==> config.mk <==
export PLATFORM = sky130hd
export DESIGN_NAME = rd_tag_alloc_flat
export DESIGN_NICKNAME = d
export VERILOG_FILES = /design/src/rtl/rd_tag_alloc_if.sv /design/src/rtl/rd_tag_alloc.sv /design/src/flat_wrapper.sv
export SDC_FILE = /design/constraint.sdc
export NUM_CORES = 1
export LEC_CHECK = 0
export CORE_MARGIN = 2
export CORE_UTILIZATION = 57
export CTS_CLUSTER_DIAMETER = 30
export CTS_CLUSTER_SIZE = 25
export DETAILED_ROUTE_END_ITERATION = 16
export GPL_TIMING_DRIVEN = 0
export PLACE_DENSITY = 0.82
export RECOVER_POWER = 50
export SETUP_SLACK_MARGIN = 0.4
export SYNTH_ARGS = -nofsm -noshare
export SYNTH_HDL_FRONTEND = slang
export SYNTH_SLANG_ARGS = --single-unit
==> constraint.sdc <==
create_clock -name clk -period 4.8 [get_ports clk]
set_input_delay 1.44 -clock clk [delete_from_list [all_inputs] [get_ports clk]]
set_output_delay 1.44 -clock clk [all_outputs]
set_load 0.1 [all_outputs]
==> src/rtl/rd_tag_alloc_if.sv <==
// Destination-tag allocator bus: ID-side allocation request/grant,
// WB/EX/MEM release ports, flush, and allocator status.
interface rd_tag_alloc_if #(
   parameter int TAG_WIDTH = 3
);
   localparam int NUM_TAG = 1 << TAG_WIDTH;

   logic                 alloc_req;
   logic                 alloc_gnt;
   logic [TAG_WIDTH-1:0] alloc_tag;
   logic                 retire_en;
   logic [TAG_WIDTH-1:0] retire_tag;
   logic                 kill_ex_en;
   logic [TAG_WIDTH-1:0] kill_ex_tag;
   logic                 kill_mem_en;
   logic [TAG_WIDTH-1:0] kill_mem_tag;
   logic                 flush_all;
   logic                 tag_full;
   logic [NUM_TAG-1:0]   busy_vec;
   logic [TAG_WIDTH:0]   busy_cnt;
   logic                 tag_err;

   // Pipeline side: requests tags and reports releases.
   modport master (
      output alloc_req, retire_en, retire_tag, kill_ex_en, kill_ex_tag,
             kill_mem_en, kill_mem_tag, flush_all,
      input  alloc_gnt, alloc_tag, tag_full, busy_vec, busy_cnt, tag_err
   );

   // Allocator side.
   modport slave (
      input  alloc_req, retire_en, retire_tag, kill_ex_en, kill_ex_tag,
             kill_mem_en, kill_mem_tag, flush_all,
      output alloc_gnt, alloc_tag, tag_full, busy_vec, busy_cnt, tag_err
   );
endinterface

==> src/rtl/rd_tag_alloc.sv <==
// Destination-tag allocator for the ID stage. Hands out unique tags
// round-robin from the registered free set, frees them on writeback or
// kill, and flags releases of tags that were not in flight.
module rd_tag_alloc #(
   parameter int TAG_WIDTH = 3
) (
   input  logic          clk,
   input  logic          reset_n,
   rd_tag_alloc_if.slave bus
);
   localparam int NUM_TAG = 1 << TAG_WIDTH;
   localparam int CW      = TAG_WIDTH + 1;

   logic [NUM_TAG-1:0]   r_busy_vec;
   logic [CW-1:0]        r_busy_cnt;
   logic [TAG_WIDTH-1:0] r_rr_ptr;
   logic                 r_tag_err;

   logic                 w_full;
   logic                 w_gnt;
   logic [TAG_WIDTH-1:0] w_free_tag;
   logic [TAG_WIDTH-1:0] w_idx;
   logic [NUM_TAG-1:0]   w_set_mask;
   logic [NUM_TAG-1:0]   w_clr_mask;
   logic [NUM_TAG-1:0]   w_clr_eff;
   logic [CW-1:0]        w_clr_cnt;
   logic                 w_rel_err;

   // Full is purely registered so releases never reach the stall path.
   assign w_full = &r_busy_vec;
   assign w_gnt  = bus.alloc_req & ~w_full & ~bus.flush_all;

   // First free tag at or above rr_ptr with wrap; scanning downward in
   // offset lets the nearest free tag overwrite farther ones.
   always_comb begin
      w_free_tag = r_rr_ptr;
      w_idx      = r_rr_ptr;
      for (int i = NUM_TAG - 1; i >= 0; i--) begin
         w_idx = r_rr_ptr + TAG_WIDTH'(i);
         if (!r_busy_vec[w_idx]) w_free_tag = w_idx;
      end
   end

   // Grant mask; a granted tag is never busy, so it cannot collide with a clear.
   always_comb begin
      w_set_mask = '0;
      if (w_gnt) w_set_mask[w_free_tag] = 1'b1;
   end

   // Merge the three release ports; duplicates collapse in the mask.
   always_comb begin
      w_clr_mask = '0;
      w_rel_err  = 1'b0;
      if (bus.retire_en) begin
         w_clr_mask[bus.retire_tag] = 1'b1;
         if (!r_busy_vec[bus.retire_tag]) w_rel_err = 1'b1;
      end
      if (bus.kill_ex_en) begin
         w_clr_mask[bus.kill_ex_tag] = 1'b1;
         if (!r_busy_vec[bus.kill_ex_tag]) w_rel_err = 1'b1;
      end
      if (bus.kill_mem_en) begin
         w_clr_mask[bus.kill_mem_tag] = 1'b1;
         if (!r_busy_vec[bus.kill_mem_tag]) w_rel_err = 1'b1;
      end
   end

   // Only tags actually in flight reduce the count.
   always_comb begin
      w_clr_eff = w_clr_mask & r_busy_vec;
      w_clr_cnt = '0;
      for (int i = 0; i < NUM_TAG; i++) begin
         w_clr_cnt = w_clr_cnt + CW'(w_clr_eff[i]);
      end
   end

   // Tag state; flush drops everything and ignores same-cycle releases.
   always_ff @(posedge clk or negedge reset_n) begin
      if (!reset_n) begin
         r_busy_vec <= '0;
         r_busy_cnt <= '0;
         r_rr_ptr   <= '0;
         r_tag_err  <= 1'b0;
      end else if (bus.flush_all) begin
         r_busy_vec <= '0;
         r_busy_cnt <= '0;
      end else begin
         r_busy_vec <= (r_busy_vec & ~w_clr_eff) | w_set_mask;
         r_busy_cnt <= r_busy_cnt + CW'(w_gnt) - w_clr_cnt;
         if (w_rel_err) r_tag_err <= 1'b1;
         if (w_gnt) r_rr_ptr <= w_free_tag + TAG_WIDTH'(1);
      end
   end

   assign bus.alloc_gnt = w_gnt;
   assign bus.alloc_tag = w_free_tag;
   assign bus.tag_full  = w_full;
   assign bus.busy_vec  = r_busy_vec;
   assign bus.busy_cnt  = r_busy_cnt;
   assign bus.tag_err   = r_tag_err;
endmodule

==> src/flat_wrapper.sv <==
// flat-port wrapper written by rule: the top's interface ports become plain ports
module rd_tag_alloc_flat 
#(
   parameter int TAG_WIDTH = 3
)
  (clk, reset_n, bus_alloc_req, bus_retire_en, bus_retire_tag, bus_kill_ex_en, bus_kill_ex_tag, bus_kill_mem_en, bus_kill_mem_tag, bus_flush_all, bus_alloc_gnt, bus_alloc_tag, bus_tag_full, bus_busy_vec, bus_busy_cnt, bus_tag_err);
  rd_tag_alloc_if #(.TAG_WIDTH(TAG_WIDTH)) bus_i ();
  input  logic clk;
  input  logic reset_n;
  input wire logic [$bits(bus_i.alloc_req)-1:0] bus_alloc_req;
  input wire logic [$bits(bus_i.retire_en)-1:0] bus_retire_en;
  input wire logic [$bits(bus_i.retire_tag)-1:0] bus_retire_tag;
  input wire logic [$bits(bus_i.kill_ex_en)-1:0] bus_kill_ex_en;
  input wire logic [$bits(bus_i.kill_ex_tag)-1:0] bus_kill_ex_tag;
  input wire logic [$bits(bus_i.kill_mem_en)-1:0] bus_kill_mem_en;
  input wire logic [$bits(bus_i.kill_mem_tag)-1:0] bus_kill_mem_tag;
  input wire logic [$bits(bus_i.flush_all)-1:0] bus_flush_all;
  output wire logic [$bits(bus_i.alloc_gnt)-1:0] bus_alloc_gnt;
  output wire logic [$bits(bus_i.alloc_tag)-1:0] bus_alloc_tag;
  output wire logic [$bits(bus_i.tag_full)-1:0] bus_tag_full;
  output wire logic [$bits(bus_i.busy_vec)-1:0] bus_busy_vec;
  output wire logic [$bits(bus_i.busy_cnt)-1:0] bus_busy_cnt;
  output wire logic [$bits(bus_i.tag_err)-1:0] bus_tag_err;
  assign bus_i.alloc_req = bus_alloc_req;
  assign bus_i.retire_en = bus_retire_en;
  assign bus_i.retire_tag = bus_retire_tag;
  assign bus_i.kill_ex_en = bus_kill_ex_en;
  assign bus_i.kill_ex_tag = bus_kill_ex_tag;
  assign bus_i.kill_mem_en = bus_kill_mem_en;
  assign bus_i.kill_mem_tag = bus_kill_mem_tag;
  assign bus_i.flush_all = bus_flush_all;
  assign bus_alloc_gnt = bus_i.alloc_gnt;
  assign bus_alloc_tag = bus_i.alloc_tag;
  assign bus_tag_full = bus_i.tag_full;
  assign bus_busy_vec = bus_i.busy_vec;
  assign bus_busy_cnt = bus_i.busy_cnt;
  assign bus_tag_err = bus_i.tag_err;
  rd_tag_alloc #(.TAG_WIDTH(TAG_WIDTH)) u_core (.clk(clk), .reset_n(reset_n), .bus(bus_i));
endmodule
==> flow_metrics.tcl, run 1 <==
set metrics [dict create \
    drive_gt1_share_pct 45.3 \
    vias 2471 \
    post-route-period-util_pct 94.9 \
    hp-class "reg2reg" \
    tightest_slew_ps 967 \
    start_kind "register" \
    htree_levels 1 \
    synth_edf_count 0 \
    synth-seq-cells 16 \
    drt-initial-drc-count 224 \
    fin_area_um2 3410 \
    grt_setup_unrepaired "yes" \
    cts_buffers 3 \
    antenna_found_initial 0 \
    min_period_ps 4550 \
    layout_common_cells "buf_4 (24), mux4_2 (21), clkdlybuf4s50_1 (15)" \
    postRouteAntennaNets 0 \
    final_common_cell "buf_4" \
    finalSetupViolations 0 \
    gp_congestion 0.942 \
    clock-root-buffer "clkbuf_8" \
    syn-num-nets 289 \
    cp_max_fo 10 \
    clock_sinks 16 \
    criticalPathCategory "reg2out" \
    status "finished, final reports clean" \
    grt_use_total_pct 32.0 \
    grt_pass1_wl_mm 12.4 \
    slew_viol_final 0 \
    worst_slack_ps 245 \
    synth.distinct_cells 60 \
    routed_wl_mm 8.06 \
    syn_area_um2 2510 \
    report.power.total_mw 2.26 \
    p_leak_nw 1.36 \
    maxSlewHeadroom_pct 35.3 \
    chipHeight_um 70.4 \
    dpl.hpwl_mm 5.16 \
    clock_skew_ps 4.78 \
    hold_viol_final 0 \
    synth_flop_cell "dfrtp_1" \
    final_nets 344 \
    syn_to_final_growth_pct 35.9 \
    die_w_um 70.4 \
    grt_pass1_vias 2406 \
    preCtsSetupSlack_ps -692 \
    via_per_inst 6.81 \
    yosys_warnings 0 \
    coreArea_um2 4290 \
    clkTransAtPathRegs_ps 70 \
    fin_setup_tns_ps 0 \
    ys_async_sr_fraction_pct 100 \
    maxCapViolCount 0 \
    dieArea_um2 4950 \
    initial_core_util_pct 58.4 \
    dr.pass1.iters 4 \
    core.rowCount 24 \
    drc 0 \
    cp_data_arrival_time_ps 3110 \
    cp.required_ps 3360 \
    dpl_cell_area_um2 2980 \
    peakVddDrop_mv 0.684 \
    io_buffers 28 \
    syn_avg_cell_area_um2 9.77 \
    syn_inst 257 \
    num_io_pins 34 \
    grt-ovfl-total 0 \
    clock.fmax_ghz 0.220 \
    yosysSeqAreaShare_pct 16.0 \
    clk_latency_ps 250 \
    cts_tree "done" \
    cp-end-kind "output port" \
    diodes 0 \
    clk_path_buf_depth 2 \
    powerDensity_nw_per_um2 661 \
    wl_per_cell_um 22.2 \
    grt_max_degree 17 \
]
-- final cells by class --
class / instances / area [um^2]
timing repair buffer: 50 / 458
tap: 52 / 65.1
buffer: 24 / 226
clock buffer: 4 / 55.1
inverter: 25 / 116
fill: 268 / 882
sequential: 16 / 410
multi-input combinational: 192 / 2080
-- Yosys cell counts, types with 3 or more instances --
cell	number	area share, %
inv_1	23	3.4
clkbuf_1	17	2.5
xor2_1	3	1.0
nor2_1	8	1.2
fa_1	6	4.8
nand3_1	6	1.2
o311ai_0	4	1.4
nor2b_1	12	3.0
nand3b_1	5	1.5
o31ai_2	6	3.0
or3b_2	5	1.7
mux4_2	21	19
xnor2_1	3	1.0
nand2_1	15	2.2
nand4_1	5	1.2
dfrtp_1	16	16
o21ai_0	7	1.4
buf_2	4	0.80
o31ai_1	3	0.90
nand2b_1	4	1.0
a21oi_1	5	1.0
ha_1	10	5.0
mux2_2	4	1.8
a211oi_1	4	1.2
mux2i_1	9	3.6
mux2_1	5	2.2
-- report_power, final --
group          switching (mW)  internal [mW]  total [mW]
logic                    1.11          0.792        1.90
clock network          0.0480         0.0728       0.121
registers              0.0499          0.182       0.232
total                    1.21           1.05        2.26
-- critical path, stage by stage (launching register included) --
cell and delay [ps]:
dfrtp_1 440, clkbuf_1 310, mux2_2 350, mux4_2 500, a21oi_1 160, a21oi_1 80, o21a_1 200, xnor2_1 540
inv_4 80, buf_8 200
-- sequential cells by signal (all words and copies together), names as in the netlist --
signal / cells
u_core.bus.busy_cnt: 4
u_core.r_rr_ptr: 3
u_core.bus.tag_err: 1
u_core.bus.busy_vec: 8
-- cells by family (layout without fill, tap and decap cells) --
group           after synthesis  after routing  share of synthesized area, %
flops                        16             16                          16.0
xor+xnor                      7              7                          3.19
compound gates               56             56                          18.9
fa+ha+maj                    16             16                          9.77
mux                          39             39                          26.5
buf+inv                      49            103                          8.28
simple gates                 74             74                          17.4
-- timing repair --
| item | in CTS | in global routing |
|---|---|---|
| pin swaps | 17 | 19 |
| resized for setup | 103 | 38 |
| hold buffers | 0 | 0 |
| buffers inserted | 11 | 11 |
| endpoints found under the setup margin | 7 | 5 |
-- metal layers --
layer | track usage, % | part of all wire (%) | vias up
li1 | - | - | 1074
met1 | 42.7 | 39 | 1207
met2 | 52.9 | 50 | 159
met3 | 3.75 | 7.1 | 31
met4 | 12.6 | 3.5 | 0
met5 | 0 | 0 | -
-- stage by stage --
stage | hold WS [ps] | instances | utilization [%]
detailed placement | 487 | 337 | 69.4
floorplan | 886 | 257 | -
global route | 518 | 363 | 79.5
CTS | 503 | 352 | 76.3
global placement | 462 | 337 | 69.4
finish | 499 | 363 | 79.5
-- final timing paths --
check                      slack (ps)                               end  cells after the start                        startpoint
max                               250                  bus_alloc_tag[0]                      9  u_core.bus.busy_vec[5]$_DFF_PN0_
min                               500    u_core.bus.tag_err$_DFFE_PN0P_                      1    u_core.bus.tag_err$_DFFE_PN0P_
max reg2reg                      1040  u_core.bus.busy_cnt[3]$_DFF_PN0_                     15  u_core.bus.busy_vec[5]$_DFF_PN0_
min reg2reg                       500    u_core.bus.tag_err$_DFFE_PN0P_                      1    u_core.bus.tag_err$_DFFE_PN0P_
max in group asynchronous        2580  u_core.bus.busy_vec[2]$_DFF_PN0_                      1                           reset_n
min in group asynchronous        1690    u_core.bus.tag_err$_DFFE_PN0P_                      1                           reset_n
(Power assumes the default switching activity.)
==> run 2, diff against run 1 <==
--- a/config.mk
+++ b/config.mk
@@ -14,6 +14,7 @@
 export PLACE_DENSITY = 0.82
 export RECOVER_POWER = 50
 export SETUP_SLACK_MARGIN = 0.4
+export SKIP_LAST_GASP = 1
 export SYNTH_ARGS = -nofsm -noshare
 export SYNTH_HDL_FRONTEND = slang
 export SYNTH_SLANG_ARGS = --single-unit
==> results of run 2 <==
The final DEF is identical to that of run 1; final timing and power are the same.
==> run 3, diff against run 2 <==
--- a/config.mk
+++ b/config.mk
@@ -10,6 +10,7 @@
 export CTS_CLUSTER_DIAMETER = 30
 export CTS_CLUSTER_SIZE = 25
 export DETAILED_ROUTE_END_ITERATION = 16
+export GPL_ROUTABILITY_DRIVEN = 0
 export GPL_TIMING_DRIVEN = 0
 export PLACE_DENSITY = 0.82
 export RECOVER_POWER = 50
==> run 3 against run 2 <==
Worst setup slack got worse by 44 ps. Sequential share of layout area decreased by 0.31 points. Worst hold slack improved by 23 ps. Critical path depth increased by 5. Sequential cell count unchanged. Cell area increased by 2.9%.
==> flow_metrics.tcl, run 3 (same netlist as run 1, synthesis figures left out) <==
set metrics [dict create \
    num_io_pins 34 \
    final_nets 350 \
    rr_worst_depth 15 \
    coreArea_um2 4290 \
    slew_viol_final 0 \
    r2r-end "u_core.bus.busy_cnt[3]$_DFF_PN0_" \
    clock_sinks 16 \
    clock.fmax_ghz 0.217 \
    drive_gt1_share_pct 49.2 \
    dr.pass1.iters 5 \
    fin_area_um2 3510 \
    cp.required_ps 3360 \
    clkTransAtPathRegs_ps 70 \
    grt_pass1_wl_mm 12.4 \
    layout_common_cells "buf_4 (27), mux4_2 (21), clkdlybuf4s50_1 (16)" \
    hold_buffers 0 \
    initial_core_util_pct 58.4 \
    grt_use_total_pct 32.1 \
    maxSlewHeadroom_pct 34.1 \
    rrSetupSlack_ps 1080 \
    tightest_slew_ps 986 \
    cts_tree "done" \
    via_per_inst 6.93 \
    postRouteAntennaNets 0 \
    fill_cells 222 \
    clock_skew_ps 4.40 \
    chipHeight_um 70.4 \
    vias 2558 \
    maxCapViolCount 0 \
    syn_to_final_growth_pct 39.9 \
    grt_setup_unrepaired "yes" \
    peakVddDrop_mv 0.811 \
    clock-root-buffer "clkbuf_8" \
    critPathMostFrequentCell "clkbuf_16" \
    criticalPathCategory "reg2out" \
    core.rowCount 24 \
    io_buffers 28 \
    clk_path_buf_depth 2 \
    dpl_cell_area_um2 2980 \
    htree_levels 1 \
    drc 0 \
    grt_max_degree 17 \
    cp_max_fo 6 \
    grt-ovfl-total 0 \
    wl_per_cell_um 22.6 \
    start_kind "register" \
    status "finished, final reports clean" \
    hp-class "reg2reg" \
    cts_buffers 3 \
    hold_viol_final 0 \
    die_w_um 70.4 \
    whs_path_depth 1 \
    crit_chain "buf_6 > inv_4 > clkbuf_16 > ha_4 > clkbuf_16 > mux2_4 > o22a_1 > o32ai_2 > o21ai_1 > a41oi_2 > or2_0 > clkbuf_1 > inv_8 > buf_12" \
    finalSetupViolations 0 \
    dieArea_um2 4950 \
    diodes 0 \
    critPathMaxStageDelay_ps 410 \
    drt-initial-drc-count 265 \
    powerDensity_nw_per_um2 683 \
    worst_slack_ps 201 \
    r2r_start "u_core.bus.busy_vec[2]$_DFF_PN0_" \
    slowest_stage "dfrtp_2" \
    dpl.hpwl_mm 5.14 \
    clk_latency_ps 260 \
    largest_register_ffs 8 \
    routed_wl_mm 8.35 \
    cp_data_arrival_time_ps 3160 \
    final_common_cell "buf_4" \
    preCtsSetupSlack_ps -627 \
    cp-end-kind "output port" \
    crit_end "bus_alloc_tag[2]" \
    p_leak_nw 1.40 \
    grt_pass1_vias 2441 \
    min_period_ps 4600 \
    crit_start "u_core.r_rr_ptr[1]$_DFFE_PN0P_" \
    antenna_found_initial 0 \
    post-route-period-util_pct 95.8 \
]
## run 3: cell types whose count changed in the layout (fill, tap and decap cells not counted), moves of 2 or more
cell	delta
buf_8	-4
a21oi_1	-2
o311ai_2	+2
a311oi_1	-2
o21ai_0	-2
clkbuf_4	+2
clkbuf_2	+2
buf_4	+3
a21oi_2	+2
## run 3: worst min path at each step
stage                                    from                        endpoint  slack [ps]
6_report       u_core.bus.tag_err$_DFFE_PN0P_  u_core.bus.tag_err$_DFFE_PN0P_         520
5_1_grt        u_core.bus.tag_err$_DFFE_PN0P_  u_core.bus.tag_err$_DFFE_PN0P_         540
4_1_cts        u_core.bus.tag_err$_DFFE_PN0P_  u_core.bus.tag_err$_DFFE_PN0P_         490
3_5_place_dp   u_core.bus.tag_err$_DFFE_PN0P_  u_core.bus.tag_err$_DFFE_PN0P_         470
3_3_place_gp   u_core.bus.tag_err$_DFFE_PN0P_  u_core.bus.tag_err$_DFFE_PN0P_         460
2_1_floorplan  u_core.r_rr_ptr[2]$_DFFE_PN0P_  u_core.r_rr_ptr[2]$_DFFE_PN0P_         890
## run 3: layer usage
metal	vias to the layer above	global-route usage, %	wire [um]
li1	1094	-	-
met5	-	0	0
met1	1264	41.9	3050
met2	171	54.7	4320
met3	29	2.45	660
met4	0	13.5	320
## run 3: stage by stage
| step | TNS, ps | utilization, % | hold WS, ps | std cells | power, mW |
|---|---|---|---|---|---|
| global route | 0 | 81.8 | 544 | 369 | 2.51 |
| finish | 0 | 81.8 | 523 | 369 | 2.40 |
| floorplan | 0 | - | 886 | 257 | 1.51 |
| detailed placement | -3300 | 69.4 | 471 | 337 | 1.84 |
| global placement | -3030 | 69.4 | 462 | 337 | 1.81 |
| CTS | 0 | 76.7 | 492 | 352 | 2.16 |
## run 3: cell type report
| type | instances | area [um^2] | area share, % |
|---|---|---|---|
| Multi-Input combinational cell | 192 | 2160 | 61.4 |
| Timing Repair Buffer | 56 | 495 | 14.1 |
| Sequential cell | 16 | 412 | 11.7 |
| Buffer | 24 | 213 | 6.06 |
| Inverter | 25 | 115 | 3.28 |
| Tap cell | 52 | 65.1 | 1.85 |
| Clock buffer | 4 | 55.1 | 1.57 |
## run 3: worst max-delay path, delay by kind of cell (launching register included)
family,cells,cell delay [ps]
AO/OA/AOI/OAI,4,900
adder cells (fa/ha/maj),1,200
buffers and inverters,7,940
flip-flops,1,410
multiplexers,1,300
AND/OR/NAND/NOR,1,130
## run 3: power breakdown
part | internal (mW) | leakage, nW | total [mW] | switching [mW]
clock | 0.0730 | 0.0288 | 0.124 | 0.0508
combinational | 0.860 | 1.18 | 2.04 | 1.18
sequential | 0.182 | 0.194 | 0.235 | 0.0526
total | 1.12 | 1.40 | 2.40 | 1.28
## run 3: timing repair
| item | in CTS | in global routing |
|---|---|---|
| endpoints found under the setup margin | 7 | 6 |
| gates resized for setup | 107 | 41 |
| setup buffers | 11 | 17 |
| pin swaps | 18 | 21 |
